===== src/rtl/dvp_capture_ctrl_pkg.sv =====
// Shared types and default widths for the DVP frame-capture sequencer.
// Optional frame decimation is enabled with DVP_CAPTURE_DECIM_EN.
package dvp_pkg;

  localparam int LW_DEF = 12;
  localparam int FW_DEF = 11;
  localparam int CW_DEF = 16;
  localparam int BEAT_W = 10;

  typedef enum logic [1:0] {
    ST_IDLE,
    ST_ARMED,
    ST_CAPTURE,
    ST_ABORT
  } state_e;

  typedef struct packed {
    logic [7:0] data;
    logic       last;
    logic       user;
  } dvp_beat_t;

endpackage


===== src/rtl/dvp_axis_out_reg.sv =====
// One-entry AXIS output register; full_o lets the sequencer detect overflow,
// since the upstream DVP source has no back-pressure.
module dvp_axis_out_reg
  import dvp_pkg::*;
(
  input  logic              clk_i,
  input  logic              rst_ni,
  input  logic              load_i,
  input  logic [BEAT_W-1:0] beat_i,
  input  logic              ready_i,
  output logic              full_o,
  output logic [BEAT_W-1:0] beat_o
);

  dvp_beat_t beat_q;
  logic      full_q;

  // Caller only loads when empty or draining, so a held beat never changes.
  always_ff @(posedge clk_i or negedge rst_ni) begin
    if (!rst_ni) begin
      full_q <= 1'b0;
      beat_q <= '0;
    end else if (load_i) begin
      full_q <= 1'b1;
      beat_q <= dvp_beat_t'(beat_i);
    end else if (ready_i) begin
      full_q <= 1'b0;
    end
  end

  assign full_o = full_q;
  assign beat_o = beat_q;

endmodule


===== src/rtl/dvp_capture_ctrl.sv =====
// Frame-capture sequencer: arms on command, gates whole frames from SOF, checks
// line/frame geometry and flags overflow. DVP_CAPTURE_DECIM_EN adds cfg_decim.
module dvp_capture_ctrl
  import dvp_pkg::*;
#(
  parameter int LW = LW_DEF,
  parameter int FW = FW_DEF,
  parameter int CW = CW_DEF
) (
  input  logic          pclk,
  input  logic          aresetn,
  input  logic [7:0]    s_tdata,
  input  logic          s_tvalid,
  input  logic          s_tlast,
  input  logic          s_tuser,
  output logic [7:0]    m_tdata,
  output logic          m_tvalid,
  input  logic          m_tready,
  output logic          m_tlast,
  output logic          m_tuser,
  input  logic          cmd_start,
  input  logic          cmd_stop,
  input  logic          cfg_continuous,
  input  logic [LW-1:0] cfg_line_bytes,
  input  logic [FW-1:0] cfg_frame_lines,
`ifdef DVP_CAPTURE_DECIM_EN
  input  logic [3:0]    cfg_decim,
`endif
  input  logic          err_clr,
  output logic          busy,
  output logic          frame_done,
  output logic [CW-1:0] frame_count,
  output logic          err_line_len,
  output logic          err_short_frame,
  output logic          err_overflow
);

  state_e        state_q;
  logic          stop_pending_q;
  logic [LW-1:0] byte_cnt_q, line_bytes_q;
  logic [FW-1:0] line_cnt_q, frame_lines_q;
  logic [CW-1:0] frame_count_q;
  logic          frame_done_q, err_line_len_q, err_short_frame_q, err_overflow_q;

  logic          ob_full;
  dvp_beat_t     in_beat, out_beat;
  logic          sof, stop_now, can_load, want, accept, ovf, eol;
  logic          frame_end, len_err, short_err, rearm, skip_ok;
  logic [LW-1:0] byte_base, byte_new, lb_eff;
  logic [FW-1:0] line_base, fl_eff;
  state_e        after_accept;

  assign in_beat  = '{data: s_tdata, last: s_tlast, user: s_tuser};
  assign sof      = s_tvalid & s_tuser;
  assign stop_now = stop_pending_q | cmd_stop;
  assign can_load = ~ob_full | m_tready;

  always_comb begin
    want = 1'b0;
    case (state_q)
      ST_ARMED:   want = sof & ~cmd_stop & skip_ok;
      ST_CAPTURE: want = s_tvalid;
      ST_ABORT:   want = sof & ~stop_now;
      default:    want = 1'b0;
    endcase
  end

  assign accept = want & can_load;
  assign ovf    = want & ~can_load;
  assign eol    = accept & s_tlast;

  // An SOF beat restarts geometry tracking and uses the freshly sampled config.
  assign byte_base = sof ? '0 : byte_cnt_q;
  assign line_base = sof ? '0 : line_cnt_q;
  assign lb_eff    = sof ? cfg_line_bytes : line_bytes_q;
  assign fl_eff    = sof ? cfg_frame_lines : frame_lines_q;
  assign byte_new  = byte_base + LW'(1);

  assign frame_end    = eol & (line_base == fl_eff - FW'(1));
  assign len_err      = eol & (byte_new != lb_eff);
  assign short_err    = accept & sof & (state_q == ST_CAPTURE);
  assign rearm        = cfg_continuous & ~stop_now;
  assign after_accept = frame_end ? (rearm ? ST_ARMED : ST_IDLE) : ST_CAPTURE;

`ifdef DVP_CAPTURE_DECIM_EN
  logic [3:0] skip_q;

  assign skip_ok = (skip_q == 4'd0);

  // Counts down the frames still to be skipped before the next capture.
  always_ff @(posedge pclk or negedge aresetn) begin
    if (!aresetn) begin
      skip_q <= 4'd0;
    end else if (state_q == ST_IDLE && cmd_start) begin
      skip_q <= 4'd0;
    end else if (state_q == ST_ARMED && sof && !cmd_stop) begin
      if (!skip_ok)    skip_q <= skip_q - 4'd1;
      else if (accept) skip_q <= cfg_decim;
    end
  end
`else
  assign skip_ok = 1'b1;
`endif

  always_ff @(posedge pclk or negedge aresetn) begin
    if (!aresetn) begin
      state_q           <= ST_IDLE;
      stop_pending_q    <= 1'b0;
      byte_cnt_q        <= '0;
      line_cnt_q        <= '0;
      line_bytes_q      <= '0;
      frame_lines_q     <= '0;
      frame_count_q     <= '0;
      frame_done_q      <= 1'b0;
      err_line_len_q    <= 1'b0;
      err_short_frame_q <= 1'b0;
      err_overflow_q    <= 1'b0;
    end else begin
      frame_done_q      <= frame_end;
      err_line_len_q    <= (err_line_len_q & ~err_clr) | len_err;
      err_short_frame_q <= (err_short_frame_q & ~err_clr) | short_err;
      err_overflow_q    <= (err_overflow_q & ~err_clr) | ovf;
      if (frame_end) frame_count_q <= frame_count_q + CW'(1);

      if (accept) begin
        if (sof) begin
          line_bytes_q  <= cfg_line_bytes;
          frame_lines_q <= cfg_frame_lines;
        end
        if (eol) begin
          byte_cnt_q <= '0;
          line_cnt_q <= frame_end ? '0 : line_base + FW'(1);
        end else begin
          byte_cnt_q <= byte_new;
          line_cnt_q <= line_base;
        end
      end

      case (state_q)
        ST_IDLE: begin
          stop_pending_q <= 1'b0;
          if (cmd_start && !cmd_stop) state_q <= ST_ARMED;
        end
        ST_ARMED: begin
          if (cmd_stop)               state_q <= ST_IDLE;
          else if (accept)            state_q <= after_accept;
          else if (ovf)               state_q <= ST_ABORT;
        end
        ST_CAPTURE: begin
          if (cmd_stop) stop_pending_q <= 1'b1;
          if (ovf)                    state_q <= ST_ABORT;
          else if (accept)            state_q <= after_accept;
        end
        ST_ABORT: begin
          if (cmd_stop) stop_pending_q <= 1'b1;
          if (sof && stop_now)        state_q <= ST_IDLE;
          else if (accept)            state_q <= after_accept;
        end
        default:                      state_q <= ST_IDLE;
      endcase
    end
  end

  dvp_axis_out_reg u_out_reg (
    .clk_i   (pclk),
    .rst_ni  (aresetn),
    .load_i  (accept),
    .beat_i  (in_beat),
    .ready_i (m_tready),
    .full_o  (ob_full),
    .beat_o  (out_beat)
  );

  assign m_tvalid        = ob_full;
  assign m_tdata         = out_beat.data;
  assign m_tlast         = out_beat.last;
  assign m_tuser         = out_beat.user;
  assign busy            = (state_q != ST_IDLE);
  assign frame_done      = frame_done_q;
  assign frame_count     = frame_count_q;
  assign err_line_len    = err_line_len_q;
  assign err_short_frame = err_short_frame_q;
  assign err_overflow    = err_overflow_q;

endmodule


===== config.mk =====
export PLATFORM = sky130hd
export DESIGN_NAME = dvp_capture_ctrl
export DESIGN_NICKNAME = d
export VERILOG_FILES = /design/src/rtl/dvp_capture_ctrl_pkg.sv /design/src/rtl/dvp_axis_out_reg.sv /design/src/rtl/dvp_capture_ctrl.sv
export SDC_FILE = /design/constraint.sdc
export NUM_CORES = 1
export LEC_CHECK = 0
export CORE_ASPECT_RATIO = 2
export CORE_MARGIN = 2
export CORE_UTILIZATION = 45
export DETAILED_ROUTE_END_ITERATION = 7
export GPL_TIMING_DRIVEN = 0
export PLACE_DENSITY = 0.79
export SLEW_MARGIN = 20
export SYNTH_ARGS = -nofsm -noshare
export SYNTH_HDL_FRONTEND = slang
export SYNTH_SLANG_ARGS = --single-unit

===== constraint.sdc =====
create_clock -name pclk -period 2.5 [get_ports pclk]
set_input_delay 0.25 -clock pclk [delete_from_list [all_inputs] [get_ports pclk]]
set_output_delay 0.25 -clock pclk [all_outputs]
set_load 0.02 [all_outputs]

==> impl_results.md <==
- Crit path arrival time: 2.84 ns
- Residual DRC: 0
- Number of diodes: 0
- Final worst slack: -0.1120 ns
- Post-Synthesis Cells: 476
- Synth cell types: 58
- Pleak: 2.751 nW
- Total grt overflow: 0
- Final TNS setup: -1.118 ns
- DP Area: 5542 sq um
- Via count: 4225
- Number of global-route vias before repair: 4293
- Tmin final: 2.612 ns
- Clock Path Buffers: 2
- CP Class: reg2reg
- Nets: 636
- TritonRoute pass-1 iters: 5
- Setup violators final: 22
- I/O Buffers: 70
- Final Power: 0.005844 W
- Slew Limit Headroom: 0.5190
- Routed len/inst: 18.60 um
- Core ar.: 10020 sq um
- HPWL Detailed: 8758 um
- Startpoint Class: flip-flop
- Tcrit/Tclk final: 1.045
- Commonest non-fill, non-tap cell in the layout: dfrtp_1
- Total Routing Usage GR: 0.2475
- 1st-iter DRT viols: 319
- Power per Cell Area: 909.9 nW/um^2
- DRT Wirelength: 13600 um
- Global-route wire length before repair: 20930 um
- CTS tree: yes
- Clock slew at reported path FFs: 0.06 ns
- Layout area overhead: 40.86%
- CP Capture Type: flip-flop
- Starting density of the core: 0.4550
- DRT antenna net count: 0
- Fin Hold WS: 0.3510 ns
- Syn Area/Cell: 9.579 sq um
- Most frequent cells in the layout: dfrtp_1, clkdlybuf4s50_1, nand2_1
- Post-synthesis register bit count: 80
- Post-Syn Area: 4559 sq um
- Clock Skew: 0.005155 ns
- IO Pins: 73
- Slew Viols, Final: 0
- Initial antenna violation count: 0
- Failing checks: negative setup slack
- Die width: 75.18 um
- Number of vias per cell: 5.780
- EDFF count, synth: 0
- Most used DFF post-synth: dfrtp_1
- Die ar.: 11000 sq um
- CP Max Fanout: 5
- H-Tree Depth: 3
- Synthesis Warnings: 0
- Design Area, Final: 6422 sq um
- Share of layout cells above drive strength 1: 0.2567
- Row count: 52
- Root buf cell: clkbuf_16
- Reg2reg start: frame_lines_q[3]
- CP required: 2.72 ns
- Max-cap viol count: 0
- Gpl congestion: 0.8908
- VDD IR max: 0.0005801 V
- Min-delay src: cfg_frame_lines[2]
- Worst-Margin Slew: 0.7139 ns
- Final Hold Vio Count: 0
- Clock buffer count from CTS: 9
- Core Util, Final: 0.6410
- Worst setup path startpoint: frame_lines_q[3]
- RSZ-0062 raised after global routing: true
- Largest net degree at the start of global routing: 51
- Fmax: 382.9 MHz
- Synthesized net count: 521
- Hold/Removal Path Class: in2reg
- Chip Height: 146.4 um
- Seq/Total Area, Yosys: 0.4391
- Status: finished with violations
- CTS Sinks: 80
- Async set or reset register ratio after synthesis: 1.000
- Worst-Skew Late Latency: 0.34 ns
## worst paths after layout
path                       slack [ns]  cells after the start             endpoint
setup / recovery                -0.11                     10      frame_count[10]
hold / removal                   0.35                      2     frame_lines_q[2]
setup reg to reg                -0.11                     10      frame_count[10]
hold reg to reg                  0.47                      2  u_out_reg.beat_o[5]
max in group asynchronous        1.47                      3     frame_lines_q[3]
min in group asynchronous        0.40                      2  u_out_reg.beat_o[5]
## flip-flops by register name (all words and copies together) (netlist names)
signal            cells
err_line_len          1
frame_count          16
stop_pending_q        1
byte_cnt_q           12
line_cnt_q           11
state_q               2
u_out_reg.beat_o     10
line_bytes_q         12
err_overflow          1
frame_done            1
u_out_reg.full_o      1
err_short_frame       1
frame_lines_q        11
## what timing repair did
action | CTS | global route
pin swaps | 12 | 23
hold buffers | 1 | 0
endpoints found under the hold margin | 30 | 0
gates resized for setup | 51 | 34
cloned | 1 | 0
setup endpoints to repair | 60 | 56
buffers inserted | 21 | 13
## routing by layer
metal,GRT usage,wire length [um],up-vias
met5,0,0,-
met4,0.1447,807,0
met3,0.04624,848,65
met2,0.4167,7123,193
met1,0.2800,4818,2041
li1,-,-,1926
## cell usage after synthesis (4+ instances only)
library cell | number | share of area
dfrtp_1 | 80 | 0.44
nand2_1 | 63 | 0.052
xnor2_1 | 35 | 0.067
o21ai_0 | 28 | 0.031
nand3_1 | 27 | 0.030
nor2_1 | 26 | 0.021
mux2_2 | 21 | 0.052
clkbuf_1 | 17 | 0.014
xor2_1 | 16 | 0.031
a21oi_1 | 12 | 0.013
nand4_1 | 11 | 0.015
nor3_1 | 11 | 0.012
and2_1 | 10 | 0.014
and3_1 | 10 | 0.014
o31ai_1 | 10 | 0.016
mux2i_1 | 8 | 0.018
a21o_1 | 6 | 0.0099
inv_1 | 6 | 0.0049
a211oi_1 | 4 | 0.0066
a31oi_1 | 4 | 0.0055
a32o_1 | 4 | 0.0088
buf_2 | 4 | 0.0044
ha_1 | 4 | 0.011
nand2b_1 | 4 | 0.0055
o2bb2ai_1 | 4 | 0.0077
## kinds of logic after synthesis
logic type | synth area share
and+or+nand+nor | 0.2099
AOI/OAI and AO/OA | 0.1378
DFF | 0.4391
xor gates and xnor gates | 0.09797
buffers and inverters | 0.03485
muxes | 0.06943
adders and majority gates | 0.01098
## power by group
group / internal [W] / total [W] / switching [W] / leakage, nW
clock: 0.000799 / 0.00133 / 0.000532 / 0.145
sequential: 0.00166 / 0.00201 / 0.000350 / 1.04
combinational: 0.00122 / 0.00251 / 0.00129 / 1.57
## layout make-up
| cell class | instances | area [sq um] |
|---|---|---|
| inverter | 6 | 22.52 |
| tap | 135 | 168.9 |
| clock buffer | 11 | 242.7 |
| buffer | 25 | 177.7 |
| sequential | 80 | 2006 |
| multi-input combinational | 362 | 2731 |
| timing repair buffer | 107 | 1017 |
| fill | 814 | 3597 |
| clock inverter | 5 | 56.30 |
## critical path, stage by stage, from the launching register on
cell and delay, ns:
dfrtp_2 0.46, a211oi_4 0.24, nor2_2 0.09, or4_4 0.56, o22ai_4 0.22, nand3_2 0.14, nor4_4 0.24, buf_4 0.18
buf_8 0.13, nand3_4 0.09, xnor2_2 0.16
## metrics by stage
| step | worst slack (ns) | instances |
|---|---|---|
| after floorplan | -0.2477 | 476 |
| after CTS | -0.09009 | 719 |
| final | -0.1120 | 731 |
| after detailed placement | -1.341 | 682 |
| after global routing | -0.2208 | 731 |
| after global placement | -1.665 | 681 |
Power figures use the tool's default switching activity.
